$ cat config.mk
export PLATFORM = sky130hd
export DESIGN_NAME = pong_frame_renderer_flat
export DESIGN_NICKNAME = d
export VERILOG_FILES = /design/src/rtl/pong_frame_renderer_pkg.sv /design/src/rtl/pong_frame_renderer_if.sv /design/src/rtl/pong_frame_renderer_paddle_ctrl.sv /design/src/rtl/pong_frame_renderer.sv /design/src/flat_wrapper.sv
export SDC_FILE = /design/constraint.sdc
export NUM_CORES = 1
export LEC_CHECK = 0
export ABC_AREA = 1
export BUFFER_PORTS_ARGS = -buffer_cell sky130_fd_sc_hd__buf_2
export CAP_MARGIN = 20
export CORE_MARGIN = 3
export CORE_UTILIZATION = 45
export DETAILED_ROUTE_END_ITERATION = 12
export HOLD_SLACK_MARGIN = 0.02
export PLACE_DENSITY = 0.6
export SYNTH_ARGS = -nofsm -noshare
export SYNTH_HDL_FRONTEND = slang
export SYNTH_SLANG_ARGS = --single-unit
$ cat constraint.sdc
create_clock -name i_pixel_clock -period 4.7 [get_ports i_pixel_clock]
set_input_delay 0.47 -clock i_pixel_clock [delete_from_list [all_inputs] [get_ports i_pixel_clock]]
set_output_delay 0.47 -clock i_pixel_clock [all_outputs]
set_load 0.1 [all_outputs]
$ cat src/rtl/pong_frame_renderer_pkg.sv
// Shared definitions for the pong frame renderer slice.
//   - Screen geometry of the 640x480 timing the sync generator produces.
//   - Ball FSM state type.
//   - Small helper used by the pixel pipe to test a coordinate against a span.
package pong_frame_renderer_pkg;

  localparam int COORD_W    = 10;   // width of hpos/vpos and object coordinates
  localparam int H_VIDEO_ON = 640;  // visible pixels per line
  localparam int V_VIDEO_ON = 480;  // visible lines per frame

  // First blanking line: objects update here so they never move mid-picture.
  localparam int FRAME_TICK_VPOS = V_VIDEO_ON;

  typedef enum logic [1:0] {
    ST_SERVE = 2'd0,
    ST_PLAY  = 2'd1,
    ST_MISS  = 2'd2
  } ball_state_e;

  // True when lo <= pos < lo+len. 11 bits so lo+len cannot wrap on screen.
  function automatic logic in_span(input logic [10:0] pos,
                                   input logic [10:0] lo,
                                   input logic [10:0] len);
    return (pos >= lo) && (pos < lo + len);
  endfunction

endpackage

$ cat src/rtl/pong_frame_renderer_if.sv
// Video bus between the VGA sync generator side and the renderer.
//   master : drives hpos/vpos/video_on/hsync/vsync, receives pixel outputs
//   slave  : the renderer; consumes timing, produces red/green/blue and
//            pix_hsync/pix_vsync (sync realigned with the pixel data)
interface pong_frame_renderer_if;
  import pong_frame_renderer_pkg::*;

  logic [COORD_W-1:0] hpos;
  logic [COORD_W-1:0] vpos;
  logic               video_on;
  logic               hsync;
  logic               vsync;

  logic [3:0]         red;
  logic [3:0]         green;
  logic [3:0]         blue;
  logic               pix_hsync;
  logic               pix_vsync;

  modport master (
    output hpos, vpos, video_on, hsync, vsync,
    input  red, green, blue, pix_hsync, pix_vsync
  );

  modport slave (
    input  hpos, vpos, video_on, hsync, vsync,
    output red, green, blue, pix_hsync, pix_vsync
  );

endinterface

$ cat src/rtl/pong_frame_renderer_paddle_ctrl.sv
// pong_paddle_ctrl: one paddle's vertical position.
//   i_pixel_clock  pixel clock
//   i_reset_n      asynchronous active-low reset, y returns to Y_RESET
//   i_tick         once-per-frame update strobe
//   i_up / i_dn    buttons; exactly one pressed moves the paddle
//   o_y            top edge of the paddle, saturating in [0, 480-PADDLE_H]
module pong_paddle_ctrl
  import pong_frame_renderer_pkg::*;
#(
  parameter int PADDLE_H     = 64,
  parameter int PADDLE_SPEED = 4,
  parameter int Y_RESET      = 208
) (
  input  logic               i_pixel_clock,
  input  logic               i_reset_n,
  input  logic               i_tick,
  input  logic               i_up,
  input  logic               i_dn,
  output logic [COORD_W-1:0] o_y
);

  localparam logic [COORD_W-1:0] Y_MAX = COORD_W'(V_VIDEO_ON - PADDLE_H);
  localparam logic [COORD_W-1:0] STEP  = COORD_W'(PADDLE_SPEED);

  logic [COORD_W-1:0] y_reg;
  logic [COORD_W-1:0] y_next;

  // Both buttons together cancel out; compare before subtracting so the
  // unsigned position can never wrap below zero.
  always_comb begin
    y_next = y_reg;
    if (i_tick && (i_up != i_dn)) begin
      if (i_up) begin
        y_next = (y_reg < STEP) ? '0 : y_reg - STEP;
      end else begin
        y_next = (y_reg > Y_MAX - STEP) ? Y_MAX : y_reg + STEP;
      end
    end
  end

  always_ff @(posedge i_pixel_clock or negedge i_reset_n) begin
    if (!i_reset_n) begin
      y_reg <= COORD_W'(Y_RESET);
    end else begin
      y_reg <= y_next;
    end
  end

  assign o_y = y_reg;

endmodule

$ cat src/rtl/pong_frame_renderer.sv
// pong_frame_renderer: game objects and pixel colouring for a pong screen.
//   i_pixel_clock        pixel clock
//   i_reset_n            asynchronous active-low reset
//   vid (slave)          timing in from the sync generator, 4:4:4 RGB and
//                        realigned hsync/vsync out (1 cycle latency)
//   i_up_l/i_dn_l        left paddle buttons (synchronous, debounced)
//   i_up_r/i_dn_r        right paddle buttons (synchronous, debounced)
//   o_miss_l             1-cycle pulse: ball left the screen on the left
//   o_miss_r             1-cycle pulse: ball left the screen on the right
// Paddles and ball update only on frame_tick (first blanking line, hpos 0).
module pong_frame_renderer
  import pong_frame_renderer_pkg::*;
#(
  parameter int BALL_SIZE    = 8,
  parameter int PADDLE_W     = 8,
  parameter int PADDLE_H     = 64,
  parameter int PADDLE_X_L   = 16,
  parameter int PADDLE_X_R   = 616,
  parameter int BALL_SPEED   = 2,
  parameter int PADDLE_SPEED = 4,
  parameter int SERVE_FRAMES = 60
) (
  input  logic                        i_pixel_clock,
  input  logic                        i_reset_n,
  pong_frame_renderer_if.slave        vid,
  input  logic                        i_up_l,
  input  logic                        i_dn_l,
  input  logic                        i_up_r,
  input  logic                        i_dn_r,
  output logic                        o_miss_l,
  output logic                        o_miss_r
);

  localparam logic [COORD_W-1:0] BALL_X_CENTRE   = COORD_W'((H_VIDEO_ON - BALL_SIZE) / 2);
  localparam logic [COORD_W-1:0] BALL_Y_CENTRE   = COORD_W'((V_VIDEO_ON - BALL_SIZE) / 2);
  localparam int                 PADDLE_Y_CENTRE = (V_VIDEO_ON - PADDLE_H) / 2;

  localparam logic [COORD_W-1:0] BS10     = COORD_W'(BALL_SIZE);
  localparam logic [COORD_W-1:0] PH10     = COORD_W'(PADDLE_H);
  localparam logic [COORD_W-1:0] SPEED10  = COORD_W'(BALL_SPEED);
  localparam logic [COORD_W-1:0] Y_BOTTOM = COORD_W'(V_VIDEO_ON - BALL_SIZE - BALL_SPEED);
  localparam logic [10:0]        BS11     = 11'(BALL_SIZE);
  localparam logic [10:0]        PW11     = 11'(PADDLE_W);
  localparam logic [10:0]        PH11     = 11'(PADDLE_H);
  localparam logic signed [10:0] SPEED_S  = 11'(BALL_SPEED);
  localparam logic signed [10:0] X_MAX_S  = 11'(H_VIDEO_ON - BALL_SIZE);

  localparam int                 CNT_W      = (SERVE_FRAMES > 1) ? $clog2(SERVE_FRAMES) : 1;
  localparam logic [CNT_W-1:0]   SERVE_LAST = CNT_W'(SERVE_FRAMES - 1);

  logic frame_tick;
  assign frame_tick = (vid.vpos == COORD_W'(FRAME_TICK_VPOS)) && (vid.hpos == '0);

  // ---------------------------------------------------------------- paddles
  // Index 0 is the left paddle, index 1 the right one.
  logic [COORD_W-1:0] paddle_y [2];
  logic [1:0]         up_btn;
  logic [1:0]         dn_btn;
  logic [1:0]         paddle_px;

  assign up_btn = {i_up_r, i_up_l};
  assign dn_btn = {i_dn_r, i_dn_l};

  for (genvar gi = 0; gi < 2; gi++) begin : gen_paddle
    localparam logic [10:0] PX = 11'((gi == 0) ? PADDLE_X_L : PADDLE_X_R);

    pong_paddle_ctrl #(
      .PADDLE_H     (PADDLE_H),
      .PADDLE_SPEED (PADDLE_SPEED),
      .Y_RESET      (PADDLE_Y_CENTRE)
    ) u_paddle (
      .i_pixel_clock (i_pixel_clock),
      .i_reset_n     (i_reset_n),
      .i_tick        (frame_tick),
      .i_up          (up_btn[gi]),
      .i_dn          (dn_btn[gi]),
      .o_y           (paddle_y[gi])
    );

    assign paddle_px[gi] = in_span({1'b0, vid.hpos}, PX, PW11) &&
                           in_span({1'b0, vid.vpos}, {1'b0, paddle_y[gi]}, PH11);
  end

  // ------------------------------------------------------------- ball state
  ball_state_e        state_reg,     state_next;
  logic [CNT_W-1:0]   serve_cnt_reg, serve_cnt_next;
  logic [COORD_W-1:0] ball_x_reg,    ball_x_next;
  logic [COORD_W-1:0] ball_y_reg,    ball_y_next;
  logic               ball_dx_reg,   ball_dx_next;   // 1 = moving right
  logic               ball_dy_reg,   ball_dy_next;   // 1 = moving down
  logic               miss_left_reg, miss_left_next; // which side the last miss was on

  // Reflection and step, all evaluated on the current position.
  logic [10:0]        bx;
  logic               overlap_l, overlap_r, hit_l, hit_r;
  logic               dx_step, dy_step;
  logic signed [10:0] next_x;
  logic [COORD_W-1:0] next_y;
  logic               miss_l_now, miss_r_now;

  assign bx        = {1'b0, ball_x_reg};
  assign overlap_l = (ball_y_reg + BS10 > paddle_y[0]) && (ball_y_reg < paddle_y[0] + PH10);
  assign overlap_r = (ball_y_reg + BS10 > paddle_y[1]) && (ball_y_reg < paddle_y[1] + PH10);
  assign hit_l     = !ball_dx_reg && (bx <= 11'(PADDLE_X_L + PADDLE_W)) &&
                     (bx + BS11 > 11'(PADDLE_X_L)) && overlap_l;
  assign hit_r     = ball_dx_reg && (bx + BS11 >= 11'(PADDLE_X_R)) &&
                     (bx < 11'(PADDLE_X_R + PADDLE_W)) && overlap_r;

  // hit_l needs dx=left and hit_r needs dx=right, so they never collide.
  assign dx_step = hit_l | (ball_dx_reg & ~hit_r);
  assign dy_step = (ball_y_reg <= SPEED10)  ? 1'b1 :
                   (ball_y_reg >= Y_BOTTOM) ? 1'b0 : ball_dy_reg;

  // Signed so a step past the left edge shows up as a negative position.
  assign next_x     = dx_step ? ($signed(bx) + SPEED_S) : ($signed(bx) - SPEED_S);
  assign next_y     = dy_step ? (ball_y_reg + SPEED10) : (ball_y_reg - SPEED10);
  assign miss_l_now = (next_x < 11'sd0);
  assign miss_r_now = (next_x > X_MAX_S);

  always_comb begin
    state_next     = state_reg;
    serve_cnt_next = serve_cnt_reg;
    ball_x_next    = ball_x_reg;
    ball_y_next    = ball_y_reg;
    ball_dx_next   = ball_dx_reg;
    ball_dy_next   = ball_dy_reg;
    miss_left_next = miss_left_reg;

    case (state_reg)
      ST_SERVE: begin
        ball_x_next = BALL_X_CENTRE;
        ball_y_next = BALL_Y_CENTRE;
        if (frame_tick) begin
          if (serve_cnt_reg == SERVE_LAST) begin
            state_next     = ST_PLAY;
            serve_cnt_next = '0;
          end else begin
            serve_cnt_next = serve_cnt_reg + 1'b1;
          end
        end
      end

      ST_PLAY: begin
        if (frame_tick) begin
          // A miss freezes the ball for this tick; the MISS cycle recentres it.
          if (miss_l_now || miss_r_now) begin
            state_next     = ST_MISS;
            miss_left_next = miss_l_now;
          end else begin
            ball_x_next  = next_x[COORD_W-1:0];
            ball_y_next  = next_y;
            ball_dx_next = dx_step;
            ball_dy_next = dy_step;
          end
        end
      end

      ST_MISS: begin
        // Serve toward the player who just missed.
        ball_x_next  = BALL_X_CENTRE;
        ball_y_next  = BALL_Y_CENTRE;
        ball_dx_next = !miss_left_reg;
        state_next   = ST_SERVE;
      end

      default: begin
        state_next = ST_SERVE;
      end
    endcase
  end

  always_ff @(posedge i_pixel_clock or negedge i_reset_n) begin
    if (!i_reset_n) begin
      state_reg     <= ST_SERVE;
      serve_cnt_reg <= '0;
      ball_x_reg    <= BALL_X_CENTRE;
      ball_y_reg    <= BALL_Y_CENTRE;
      ball_dx_reg   <= 1'b1;
      ball_dy_reg   <= 1'b1;
      miss_left_reg <= 1'b0;
    end else begin
      state_reg     <= state_next;
      serve_cnt_reg <= serve_cnt_next;
      ball_x_reg    <= ball_x_next;
      ball_y_reg    <= ball_y_next;
      ball_dx_reg   <= ball_dx_next;
      ball_dy_reg   <= ball_dy_next;
      miss_left_reg <= miss_left_next;
    end
  end

  assign o_miss_l = (state_reg == ST_MISS) &&  miss_left_reg;
  assign o_miss_r = (state_reg == ST_MISS) && !miss_left_reg;

  // ------------------------------------------------------------- pixel pipe
  logic ball_px;
  assign ball_px = in_span({1'b0, vid.hpos}, bx, BS11) &&
                   in_span({1'b0, vid.vpos}, {1'b0, ball_y_reg}, BS11);

  always_ff @(posedge i_pixel_clock or negedge i_reset_n) begin
    if (!i_reset_n) begin
      vid.red       <= '0;
      vid.green     <= '0;
      vid.blue      <= '0;
      vid.pix_hsync <= 1'b0;
      vid.pix_vsync <= 1'b0;
    end else begin
      vid.pix_hsync <= vid.hsync;
      vid.pix_vsync <= vid.vsync;
      // Ball is tested first so it draws on top of a paddle.
      if (!vid.video_on) begin
        vid.red   <= '0;
        vid.green <= '0;
        vid.blue  <= '0;
      end else if (ball_px) begin
        vid.red   <= 4'h0;
        vid.green <= 4'hF;
        vid.blue  <= 4'h0;
      end else if (|paddle_px) begin
        vid.red   <= 4'hF;
        vid.green <= 4'hF;
        vid.blue  <= 4'hF;
      end else begin
        vid.red   <= '0;
        vid.green <= '0;
        vid.blue  <= '0;
      end
    end
  end

endmodule

$ cat src/flat_wrapper.sv
// flat-port wrapper written by rule: the top's interface ports become plain ports
module pong_frame_renderer_flat import pong_frame_renderer_pkg::*;
#(
  parameter int BALL_SIZE    = 8,
  parameter int PADDLE_W     = 8,
  parameter int PADDLE_H     = 64,
  parameter int PADDLE_X_L   = 16,
  parameter int PADDLE_X_R   = 616,
  parameter int BALL_SPEED   = 2,
  parameter int PADDLE_SPEED = 4,
  parameter int SERVE_FRAMES = 60
)
  (i_pixel_clock, i_reset_n, i_up_l, i_dn_l, i_up_r, i_dn_r, o_miss_l, o_miss_r, vid_hpos, vid_vpos, vid_video_on, vid_hsync, vid_vsync, vid_red, vid_green, vid_blue, vid_pix_hsync, vid_pix_vsync);
  pong_frame_renderer_if vid_i ();
  input  logic i_pixel_clock;
  input  logic i_reset_n;
  input  logic i_up_l;
  input  logic i_dn_l;
  input  logic i_up_r;
  input  logic i_dn_r;
  output logic o_miss_l;
  output logic o_miss_r;
  input wire logic [$bits(vid_i.hpos)-1:0] vid_hpos;
  input wire logic [$bits(vid_i.vpos)-1:0] vid_vpos;
  input wire logic [$bits(vid_i.video_on)-1:0] vid_video_on;
  input wire logic [$bits(vid_i.hsync)-1:0] vid_hsync;
  input wire logic [$bits(vid_i.vsync)-1:0] vid_vsync;
  output wire logic [$bits(vid_i.red)-1:0] vid_red;
  output wire logic [$bits(vid_i.green)-1:0] vid_green;
  output wire logic [$bits(vid_i.blue)-1:0] vid_blue;
  output wire logic [$bits(vid_i.pix_hsync)-1:0] vid_pix_hsync;
  output wire logic [$bits(vid_i.pix_vsync)-1:0] vid_pix_vsync;
  assign vid_i.hpos = vid_hpos;
  assign vid_i.vpos = vid_vpos;
  assign vid_i.video_on = vid_video_on;
  assign vid_i.hsync = vid_hsync;
  assign vid_i.vsync = vid_vsync;
  assign vid_red = vid_i.red;
  assign vid_green = vid_i.green;
  assign vid_blue = vid_i.blue;
  assign vid_pix_hsync = vid_i.pix_hsync;
  assign vid_pix_vsync = vid_i.pix_vsync;
  pong_frame_renderer #(.BALL_SIZE(BALL_SIZE), .PADDLE_W(PADDLE_W), .PADDLE_H(PADDLE_H), .PADDLE_X_L(PADDLE_X_L), .PADDLE_X_R(PADDLE_X_R), .BALL_SPEED(BALL_SPEED), .PADDLE_SPEED(PADDLE_SPEED), .SERVE_FRAMES(SERVE_FRAMES)) u_core (.i_pixel_clock(i_pixel_clock), .i_reset_n(i_reset_n), .vid(vid_i), .i_up_l(i_up_l), .i_dn_l(i_dn_l), .i_up_r(i_up_r), .i_dn_r(i_dn_r), .o_miss_l(o_miss_l), .o_miss_r(o_miss_r));
endmodule
* Yosys cells after proc, flatten, opt, wreduce, memory -nomap -nowiden *
Index checks and enable logic that the tools add are counted.

word-level totals
  bits of input ports = 29
  output and inout port bits = 16
  word-level logic and storage cells = 139
  flip-flop bits (word level) = 61

operators by class
  reductions and logical operators = 37
  bitwise operators = 4
  add/sub/neg operators = 16
  equal/unequal tests = 11
  order comparisons = 28
  muxes and demuxes = 30

operators by type and width
  cell                                                                  number
  2-to-1 mux 10 bit                                                     11
  < comparator 10 x 11 -> 1 bit                                         4
  greater-or-equal comparator 10 bit                                    4
  one-hot mux 10 bit (2 select lines)                                   2
  adder 10 x 4 -> 11 bit (second input constant)                        2
  adder 10 x 7 -> 11 bit (second input constant)                        2
  logical AND 1 bit                                                     22
  adder 10 x 3 -> 10 bit (second input constant)                        2
  adder 10 x 7 -> 10 bit (second input constant)                        2
  > comparator 10 bit                                                   2
  > comparator 10 x 9 -> 1 bit (second input constant)                  2
  < comparator 10 bit                                                   2
  < comparator 10 bit (second input constant)                           2
  < comparator 10 x 3 -> 1 bit (second input constant)                  2
  2-to-1 mux 4 bit                                                      5
  subtractor 10 x 3 -> 10 bit (second input constant)                   2
  AND reduction 3 bit                                                   4
  adder 10 x 2 -> 11 bit (second input constant)                        1
  greater-or-equal comparator 11 x 10 -> 1 bit (second input constant)  1
  > comparator 11 bit (second input constant)                           1
  > comparator 11 x 5 -> 1 bit (second input constant)                  1
  < comparator 11 x 1 -> 1 bit (second input constant)                  1
  2-to-1 mux 11 bit                                                     1
  subtractor 10 x 2 -> 11 bit (second input constant)                   1
  other kinds (33)                                                      47

* Longest topological paths before layout *
Gate-level depths: netlist (run 1).

  depth in word-level cells = 14
  mapped depth = 35
  depth with buffers taken out = 33

* By module *
From an unflattened synthesis (run 1), not the netlist that was laid out.

second synthesis, totals
  cells, all modules = 1091
  area, all modules = 7368.3 sq um

by module, submodules not included
  module               times used  cells each  seq. area each (sq um)  area each (sq um)
  pong_frame_renderer  1           823         840.8                   5499.0
  pong_paddle_ctrl     2           134         203.9                   934.6

* Worst setup path before layout (run 1) *
No wires, ideal clock.

  path kind = register to register
  from = register u_core.ball_y_reg[3]
  to = register u_core.ball_y_reg[8]
  library setup time = 0.117 ns
  buffers on the path = 2
  arrival time = 4.038 ns
  required time = 4.583 ns
  setup slack = 0.545 ns
  cell stages (with the launch flop) = 30
  period minus slack after synthesis = 4.155 ns
  cell sequence = dfstp_2 clkbuf_2 inv_1 nor2_1 inv_1 o21ai_0 inv_1 ha_1 nand2_1 nor2_1 and2_1 nand2_1 nand3b_1 nor2_1 nand3_2 nand2_4 inv_1 ha_1 nand2_1 nand3_1 a21oi_1 xnor2_1 nand2_1 nand2_1 nand2_1 nand4_4 nand2_4 buf_6 nand2_1 nand2_1

on the way
  longest elaborated chain between the ends = 12
  elaborated cells on any way between the ends = 28
  classes of those cells = add/sub (3); order compare (8); eq/ne (1); mux (7); bitwise (3); reduce/logical (6)

RTL lines
  element                                                                     RTL line                                                source
  start, declared                                                             pong_frame_renderer.sv:88                               logic [COORD_W-1:0] ball_y_reg, ball_y_next;
  start signal, assigned                                                      pong_frame_renderer.sv:185                              ball_y_reg <= ball_y_next;
  adder 10 x 4 -> 10 bit                                                      pong_frame_renderer.sv:102, pong_frame_renderer.sv:103
  > comparator 10 bit                                                         pong_frame_renderer.sv:103                              assign overlap_r = (ball_y_reg + BS10 > paddle_y[1]) && (ball_y_reg < paddle_y[1] + PH10);
  logical AND 1 bit                                                           pong_frame_renderer.sv:103
  logical AND 1 bit                                                           pong_frame_renderer.sv:107                              (bx < 11'(PADDLE_X_R + PADDLE_W)) && overlap_r;
  inverter 1 bit                                                              pong_frame_renderer.sv:110                              assign dx_step = hit_l | (ball_dx_reg & ~hit_r);
  bitwise AND 1 bit                                                           pong_frame_renderer.sv:110
  bitwise OR 1 bit                                                            pong_frame_renderer.sv:110
  2-to-1 mux 11 bit                                                           pong_frame_renderer.sv:115                              assign next_x = dx_step ? ($signed(bx) + SPEED_S) : ($signed(bx) - SPEED_S);
  < comparator 11 x 1 -> 1 bit / > comparator 11 bit (equally long branches)  pong_frame_renderer.sv:117, pong_frame_renderer.sv:118
  logical OR 1 bit                                                            pong_frame_renderer.sv:146                              if (miss_l_now || miss_r_now) begin
  inequality test 2 bit (no source line)                                      n/a
  AND reduction 3 bit (no source line)                                        n/a

Several ways; a longest one is shown, not always the timed one. The select of a mux whose other input is x is not followed.
A chain may end at the register's enable or synchronous reset.

* Final worst setup path (run 1) *
  from = register u_core.ball_y_reg[5]
  to = register u_core.ball_y_reg[9]

Same word-level chain as after synthesis.

==> flow_summary_export.csv, run 1 <==
group,metric,value,unit
power,pwr-share-clk,40.6,%
setup_path,worstSetupPathType,"reg -> reg",
placement,place.gp.congestion,0.879,
routing,drcViolationCount,0,
final_layout,largest_reg_flops,16,
final_layout,final_cell_area,7180,sq um
setup_path,slowest_stage,"dfstp_2",
timing,tns,0,ns
floorplanning,rows,43,
timing,setup_viol,0,
final_layout,fin_util,51.3,%
setup_path,worstPathMaxFanout,11,
routing,routedWlPerCell,15.6,um
clocking,clk_pin_slew_worst_paths,0.07,ns
setup_path,required,4.89,ns
synthesis,synth_area_leaders,"ha_1, nand2_1, dfrtp_1",
setup_path,cpMostUsedCell,"nand2_1",
routing,postRouteAntennaNets,0,
timing,fin_crit_sh,92.9,%
floorplanning,die_area,15900,sq um
power,vdd_drop_max,0.000109,V
global_routing,grt_pass1_vias,5767,
global_routing,overflow,0,
setup_path,path_delay_family,"simple AND/OR/NAND/NOR gates",
global_routing,gr-usage-met2,35.5,%
routing,via_per_inst,5.38,
clocking,h-tree-depth,2,
final_layout,drive_above_1_share,11.8,%
placement,place.detailed.hpwl,14500,um
floorplanning,io_pins,45,
clocking,insertion_delay,0.30,ns
clocking,numClockSinks,49,
placement,port_buffers,44,
synthesis,ys_ff_latch,49,
synthesis,ys_types,50,
min_path,hp-class,"in -> reg",
final_layout,layout.nets,1141,
final_layout,insertedDiodeCount,0,
final_layout,layoutNonFillerInstCount,1178,
flow_run,drv_cap,0,
synthesis,yosysTopAreaCell,"ha_1",
setup_path,critPathLaunchType,"flop",
routing,routed_wirelength,18400,um
clocking,hold_buffers,0,
power,p_leak,0.00381,uW
timing,drv_slew,0,
routing,vias,6341,
synthesis,synth_edf_count,0,
setup_path,cp_data_arrival_time,4.56,ns
clocking,root_buffer,"clkbuf_16",
global_routing,met1_usage,33.6,%
floorplanning,start_util,46.5,%
floorplanning,core_area,14000,sq um
global_routing,grt_util_all_layers,22.6,%
clocking,cts_tree,"yes",
setup_path,critPathMaxStageDelay,0.59,ns
power,p_per_area,129,nW/um^2
status,status,"finished, final reports clean",
timing,fmax,0.229,GHz
power,switching_power,263,uW
synthesis,netlist_area,6500,sq um
routing,drtIter0Drc,504,
setup_path,path_buf_inv,6,
floorplanning,die-height,126,um
global_routing,grt_pass1_wl,29500,um
timing,finalCriticalPeriod,4.37,ns
global_routing,grt_max_degree,50,
synthesis,yosysSeqAreaShare,19.2,%
timing,worst-slew-pin-transition,0.723,ns
power,report.power.total,924,uW
clocking,clk_path_buf_depth,2,
timing,relSlewSlack,51.4,%
synthesis,ys.flop_type,"dfrtp_1",
global_routing,antenna_found_initial,0,
timing,final-hold-violation-count,0,
synthesis,synthCells,957,
synthesis,syn_area_per_cell,6.79,sq um
global_routing,grt.met3_usage,3.22,%
floorplanning,die_w,126,um
synthesis,yosysWarnings,0,
placement,place_area,6890,sq um
global_routing,grt-busiest-layer,"met2",
placement,place_inst,1167,
timing,skew,0.00724,ns
synthesis,synth.net_count,1101,
power,combPwrFrac,13.6,%
final_layout,area_growth,10.4,%
power,p_seq_share,45.8,%
setup_path,crit_path_end_kind,"flop",
synthesis,synthArstFlopShare,100,%
power,switching_share,28.5,%
clocking,cts_made_buffers,5,
power,internal-power,661,uW
synthesis,synth_top_cell_area_share,21.9,%
routing,drt_pass1_iterations,6,
through the flow:
stage / setup WS (ns) / hold WS (ns)
after global placement: 0.165 / 0.481
after global routing: -0.000714 / 0.263
after CTS: 0.117 / 0.263
after detailed placement: 0.182 / 0.489
final: 0.332 / 0.269
after floorplan: 0.545 / 0.174
synthesized netlist by cell type (all sizes together) (2+ instances only):
library cell and count:
a211oi 3, a21o 5, a21oi 63, a221oi 2, a22oi 6, a31oi 4, buf 16, clkbuf 12
clkinv 2, dfrtp 31, dfstp 18, ha 114, inv 117, nand2 224, nand3 72, nand3b 4
nand4 24, nor2 105, nor3 20, nor4 4, o2111ai 3, o211ai 6, o21ai 39, o21bai 3
o22ai 4, or2 6, xnor2 7, xor2 34
placed cells by master, fill, tap and decap left out, types with 4 or more instances in the layout:
cell	synthesis	final
a21o_1	5	5
a21oi_1	63	62
a22oi_1	6	6
a31oi_1	4	4
buf_2	2	44
buf_4	11	14
clkbuf_16	0	5
dfrtp_1	31	31
dfstp_2	18	18
ha_1	114	108
ha_4	0	5
inv_1	114	113
nand2_1	218	218
nand3_1	71	70
nand3b_1	4	4
nand4_1	23	23
nor2_1	102	101
nor3_1	20	20
nor4_1	4	4
o211ai_1	6	6
o21ai_0	37	35
o21ai_1	2	4
o22ai_1	4	4
or2_2	5	5
xnor2_1	7	7
xor2_1	34	33
power groups by stage:
stage	clock network, uW	logic, uW	registers [uW]
final	375	125	423
after global routing	399	141	423
after CTS	383	125	423
after detailed placement	0	125	431
after global placement	0	124	431
after floorplan	0	61.2	439
repair_timing:
| item | CTS | global route |
|---|---|---|
| buffers inserted | 0 | 3 |
| setup endpoints to repair | 0 | 23 |
| gates resized for setup | 0 | 17 |
layer usage:
metal	routed length, um	vias up
li1	-	3273
met1	9110	2858
met2	8010	196
met3	1060	14
met4	172	0
met5	0	-
worst paths after layout:
path / slack, ns / endpoint / start / cells past startpoint
worst min register to register: 0.50 / u_core.ball_dy_reg / u_core.ball_dy_reg / 2
worst max-delay path: 0.33 / u_core.ball_y_reg[9] / u_core.ball_y_reg[5] / 30
worst min-delay path: 0.27 / u_core.vid.pix_hsync / vid_hsync / 1
max in group asynchronous: 3.95 / u_core.ball_x_reg[9] / i_reset_n / 2
min in group asynchronous: 0.28 / u_core.gen_paddle[0].u_paddle.o_y[3] / i_reset_n / 2
worst max register to register: 0.33 / u_core.ball_y_reg[9] / u_core.ball_y_reg[5] / 30
layout make-up:
cell class | count | area, sq um
well taps | 180 | 225
repair buffers | 61 | 368
inverters | 119 | 450
clock inverters | 3 | 22.5
flip-flops and latches | 49 | 1250
fillers | 1429 | 6810
multi-input cells | 761 | 4740
clock buffers | 5 | 125
logic make-up (layout without fill, tap and decap cells):
family	count (synthesis)	in the layout	share of synthesized area (%)
AO/OA/AOI/OAI	142	142	12.5
XOR/XNOR	41	41	5.52
buffers and inverters	147	188	9.31
adder cells (fa/ha/maj)	115	115	22.2
AND/OR/NAND/NOR	463	463	31.2
flip-flops	49	49	19.2
Power figures use the tool's default switching activity.
==> run 2, diff against run 1 <==
--- a/config.mk
+++ b/config.mk
@@ -12,7 +12,7 @@
 export CORE_UTILIZATION = 45
 export DETAILED_ROUTE_END_ITERATION = 12
 export HOLD_SLACK_MARGIN = 0.02
-export PLACE_DENSITY = 0.6
+export PLACE_DENSITY = 0.61
 export SYNTH_ARGS = -nofsm -noshare
 export SYNTH_HDL_FRONTEND = slang
 export SYNTH_SLANG_ARGS = --single-unit
==> run 2 against run 1 <==
Effect of this change:
- clock power is essentially flat
- via count grew 0.82%
- cell count grew 0.76%
- global-route usage shrank 0.26 points
- count of clock-buffer cells in the layout is the same
- first-iteration DRC count grew 0.20%
- worst setup slack gained 0.0056 ns
- critical path depth shrank 2
- non-clock buffer count grew 9
- die area is the same
- power shrank 0.55%
- utilization grew 0.83 points
- critical path type unchanged
==> flow_summary_export.csv, run 2 (synthesis gave the netlist of run 1 again) <==
group,metric,value,unit
clocking,insertion_delay,0.30,ns
final_layout,drive_above_1_share,13.2,%
global_routing,grt_pass1_wl,29500,um
routing,vias,6393,
routing,via_per_inst,5.39,
routing,routed_wirelength,18000,um
timing,setup_viol,0,
floorplanning,die_area,15900,sq um
placement,place_inst,1168,
routing,drcViolationCount,0,
timing,holdWs,0.266,ns
clocking,hold_buffers,0,
setup_path,worstPathMaxFanout,8,
timing,relSlewSlack,56.7,%
floorplanning,rows,43,
placement,port_buffers,44,
setup_path,worstSetupPathType,"reg -> reg",
clocking,h-tree-depth,2,
global_routing,grt_util_all_layers,22.4,%
setup_path,cpMostUsedCell,"nand2_1",
power,vdd_drop_max,0.000136,V
power,p_leak,0.00386,uW
power,p_per_area,126,nW/um^2
timing,final-hold-violation-count,0,
timing,fmax,0.229,GHz
routing,drt_pass1_iterations,5,
final_layout,layout.cells.most_common_list,"nand2_1, inv_1, ha_1, nor2_1, nand3_1",
timing,fin_crit_sh,92.8,%
clocking,cts_made_buffers,5,
final_layout,layout.nets,1150,
final_layout,area_growth,12.2,%
status,status,"finished, final reports clean",
setup_path,r2r_setup_slack,0.34,ns
clocking,clk_path_buf_depth,2,
final_layout,final_common_cell,"nand2_1",
setup_path,critPathMaxStageDelay,0.59,ns
setup_path,crit_path_end_kind,"flop",
setup_path,critPathLaunchType,"flop",
setup_path,reg2reg_depth,28,
global_routing,grt_pass1_vias,5884,
global_routing,overflow,0,
routing,drtIter0Drc,505,
global_routing,grt_max_degree,50,
routing,routedWlPerCell,15.1,um
floorplanning,die-height,126,um
floorplanning,die_w,126,um
floorplanning,start_util,46.5,%
global_routing,antenna_found_initial,0,
min_path,hp-class,"in -> async",
timing,skew,0.00261,ns
final_layout,multi_input_area,4770,sq um
placement,place.gp.congestion,0.917,
clocking,clk_pin_slew_worst_paths,0.07,ns
clocking,cts_tree,"yes",
placement,place.detailed.hpwl,14400,um
timing,worst-slew-pin-transition,0.650,ns
clocking,numClockSinks,49,
setup_path,cp_data_arrival_time,4.61,ns
setup_path,slowest_stage,"dfstp_2",
timing,drv_slew,0,
routing,postRouteAntennaNets,0,
floorplanning,core_area,14000,sq um
floorplanning,io_pins,45,
final_layout,insertedDiodeCount,0,
timing,finalCriticalPeriod,4.36,ns
final_layout,final-seq-area,1250,sq um
setup_path,required,4.94,ns
final_layout,num-fill-cells,1433,
final_layout,layoutNonFillerInstCount,1187,
clocking,root_buffer,"clkbuf_16",
final_layout,largest_reg_flops,16,
flow_run,drv_cap,0,
## run 2: cell types whose count changed in the layout (fill, tap and decap cells not counted), sizes merged
cell,delta
buf,+8
clkinv,-2
clkbuf,+1
clkinvlp,+1
inv,+1
## run 2: through the flow
| stage | TNS, ns | power [uW] | setup slack, ns | util (%) | instance area (sq um) |
|---|---|---|---|---|---|
| 5_1_grt | -0.00212 | 961 | -0.00212 | 52.2 | 7300 |
| 3_5_place_dp | 0 | 554 | 0.0726 | 49.3 | 6900 |
| 6_report | 0 | 919 | 0.338 | 52.2 | 7300 |
| 2_1_floorplan | 0 | 500 | 0.545 | - | 6500 |
| 3_3_place_gp | 0 | 554 | 0.154 | 49.3 | 6900 |
| 4_1_cts | 0 | 930 | 0.0477 | 50.4 | 7050 |
## run 2: where the power goes
part	switching (uW)	internal, uW
clock	174	199
combinational	84.1	39.0
sequential	0.310	423
total	258	661
## run 2: path summary, 6_finish.rpt
kind                                       start                                    to
max                         u_core.ball_y_reg[3]                  u_core.ball_x_reg[8]
min                                    i_reset_n  u_core.gen_paddle[0].u_paddle.o_y[9]
max reg2reg                 u_core.ball_y_reg[3]                  u_core.ball_x_reg[8]
min reg2reg                   u_core.ball_dy_reg                    u_core.ball_dy_reg
max in group asynchronous              i_reset_n                  u_core.ball_y_reg[1]
min in group i_pixel_clock             vid_vsync                  u_core.vid.pix_vsync
## run 2: what timing repair did
item / 4_1_cts / 5_1_grt
hold endpoints to repair: 0 / 0
setup buffers: 0 / 10
resized for setup: 0 / 27
endpoints found under the setup margin: 0 / 23
## run 2: critical path: cells and delay by family (launching register included)
kind / cells / cell delay, ns
AO/OA/AOI/OAI: 2 / 0.37
XOR/XNOR: 1 / 0.12
adder cells (fa/ha/maj): 3 / 0.84
buffers and inverters: 5 / 0.69
flip-flops: 1 / 0.59
AND/OR/NAND/NOR: 17 / 1.68
## run 2: cell type report
| type | instances | share of cell area (%) |
|---|---|---|
| tap | 180 | 3.09 |
| clock inverter | 3 | 0.292 |
| inverter | 119 | 6.17 |
| timing repair buffer | 70 | 6.21 |
| sequential | 49 | 17.1 |
| clock buffer | 5 | 1.71 |
| multi-input combinational | 761 | 65.4 |
## run 2: per-layer routing
layer	GRT usage, %	routed length [um]	vias to the layer above
met5	0	0	-
met4	4.54	226	0
met3	2.08	586	12
met2	38.3	8540	131
met1	30.9	8600	2961
li1	-	-	3289
==> run 3, diff against run 2 <==
--- a/config.mk
+++ b/config.mk
@@ -13,6 +13,7 @@
 export DETAILED_ROUTE_END_ITERATION = 12
 export HOLD_SLACK_MARGIN = 0.02
 export PLACE_DENSITY = 0.61
+export RECOVER_POWER = 25
 export SYNTH_ARGS = -nofsm -noshare
 export SYNTH_HDL_FRONTEND = slang
 export SYNTH_SLANG_ARGS = --single-unit
==> run 3 against run 2 <==
Effect of this change:
- the run now ends with max-capacitance violations, max-slew violations left
- cell count unchanged
- sequential cell count unchanged
- hold slack better by 0.0076 ns
- utilization about the same
- power about the same
- sequential share of layout area about the same
- combinational power about the same
- sequential power about the same
- routed wire length unchanged
==> flow_summary_export.csv, run 3 (synthesis gave the netlist of run 1 again) <==
group,metric,value,unit
floorplanning,rows,43,
status,violations,"max-capacitance violations, max-slew violations",
timing,fmax,0.229,GHz
clocking,clk_path_buf_depth,2,
routing,drcViolationCount,0,
final_layout,drive_above_1_share,13.1,%
timing,skew,0.00261,ns
power,internal-power,660,uW
global_routing,met1_usage,30.9,%
setup_path,worstSetupPathType,"reg -> reg",
timing,drv_slew,50,
global_routing,grt.met3_usage,2.08,%
setup_path,required,4.94,ns
floorplanning,io_pins,45,
floorplanning,die-height,126,um
floorplanning,core_area,14000,sq um
clocking,cts_made_buffers,5,
clocking,numClockSinks,49,
routing,via_per_inst,5.39,
floorplanning,die_w,126,um
final_layout,insertedDiodeCount,0,
min_path,hp-class,"in -> reg",
power,p_per_area,126,nW/um^2
power,pwr-share-clk,40.5,%
timing,relSlewSlack,-81.0,%
final_layout,area_growth,12.2,%
routing,drt_pass1_iterations,5,
setup_path,crit_path_end_kind,"flop",
power,switching_power,258,uW
timing,finalCriticalPeriod,4.36,ns
timing,fin_crit_sh,92.8,%
setup_path,cpMostUsedCell,"nand2_1",
timing,holdWs,0.273,ns
power,p_leak,0.00386,uW
global_routing,antenna_found_initial,0,
global_routing,overflow,0,
timing,setup_viol,0,
power,vdd_drop_max,0.000136,V
setup_path,worstPathMaxFanout,8,
setup_path,slowest_stage,"dfstp_2",
setup_path,cp_data_arrival_time,4.61,ns
final_layout,final_common_cell,"nand2_1",
timing,worst-slew-pin-transition,2.71,ns
min_path,holdPathStages,1,
final_layout,fin_util,52.1,%
global_routing,grt-busiest-layer,"met2",
global_routing,grt_max_degree,50,
global_routing,grt_util_all_layers,22.4,%
final_layout,layout.nets,1150,
setup_path,critPathMaxStageDelay,0.59,ns
timing,final-hold-violation-count,0,
routing,routedWlPerCell,15.1,um
setup_path,critPathLaunchType,"flop",
clocking,cts_tree,"yes",
placement,dp_slack,0.0726,ns
global_routing,grt_pass1_vias,5884,
final_layout,layout.cells.most_common_list,"nand2_1, inv_1, ha_1, nor2_1, nand3_1",
timing,tns,0,ns
setup_path,reg2reg_depth,28,
routing,drtIter0Drc,505,
power,p_seq_share,46.1,%
setup_path,r2r_setup_slack,0.34,ns
status,status,"complete, but fails checks",
clocking,hold_buffers,0,
clocking,root_buffer,"clkbuf_16",
routing,vias,6393,
routing,postRouteAntennaNets,0,
floorplanning,die_area,15900,sq um
clocking,clk_pin_slew_worst_paths,0.07,ns
floorplanning,start_util,46.5,%
clocking,h-tree-depth,2,
placement,place.gp.congestion,0.917,
clocking,insertion_delay,0.30,ns
timing,setup_ws,0.338,ns
placement,port_buffers,44,
power,switching_share,28.1,%
power,combPwrFrac,13.4,%
routing,routed_wirelength,18000,um
final_layout,largest_reg_flops,16,
flow_run,drv_cap,1,
power,report.power.total,919,uW
global_routing,gr-usage-met2,38.3,%
global_routing,grt_pass1_wl,29500,um
placement,place.detailed.hpwl,14400,um
==> run 3: final cells by class <==
cell class,count,area (sq um)
clock inverters,3,21.3
fillers,1433,6700
multi-input cells,761,4770
clock buffers,5,125
flip-flops and latches,49,1250
repair buffers,70,449
inverters,119,450
well taps,180,225
==> run 3: layer usage <==
metal | up-vias | routed length [um] | share of wire (%)
li1 | 3290 | - | -
met1 | 2960 | 8610 | 48
met5 | - | 0 | 0
met2 | 131 | 8540 | 48
met3 | 12 | 586 | 3.3
met4 | 0 | 226 | 1.3
==> run 3: timing repair <==
action	CTS	global route
gates resized for setup	0	27
endpoints found under the hold margin	0	0
setup endpoints to repair	0	23
buffers inserted	0	10
==> run 3: final timing paths <==
check                                     startpoint                                   end
worst min register to register    u_core.ball_dy_reg                    u_core.ball_dy_reg
worst min-delay path                       vid_vsync                  u_core.vid.pix_vsync
max in group asynchronous                  i_reset_n                  u_core.ball_y_reg[1]
min in group asynchronous                  i_reset_n  u_core.gen_paddle[0].u_paddle.o_y[9]
worst max-delay path            u_core.ball_y_reg[3]                  u_core.ball_x_reg[8]
worst max register to register  u_core.ball_y_reg[3]                  u_core.ball_x_reg[8]
==> run 3: power by group through the flow <==
stage	logic (uW)	clock network, uW	registers [uW]
floorplan	61.2	0	439
finish	123	372	424
CTS	124	383	423
global placement	123	0	431
global route	140	397	423
detailed placement	123	0	431
==> run 3: critical path, delay by kind of cell (launching register included) <==
kind | cells | cell delay [ns]
and+or+nand+nor | 17 | 1.68
DFF | 1 | 0.59
buffers and inverters | 5 | 0.69
adders and majority gates | 3 | 0.84
AOI/OAI and AO/OA | 2 | 0.37
xor gates and xnor gates | 1 | 0.12
==> run 3: metrics by stage <==
stage,std cells,instance area (sq um)
after floorplan,957,6500
after global placement,1168,6900
after detailed placement,1168,6900
after CTS,1176,7050
after global routing,1187,7290
final,1187,7290
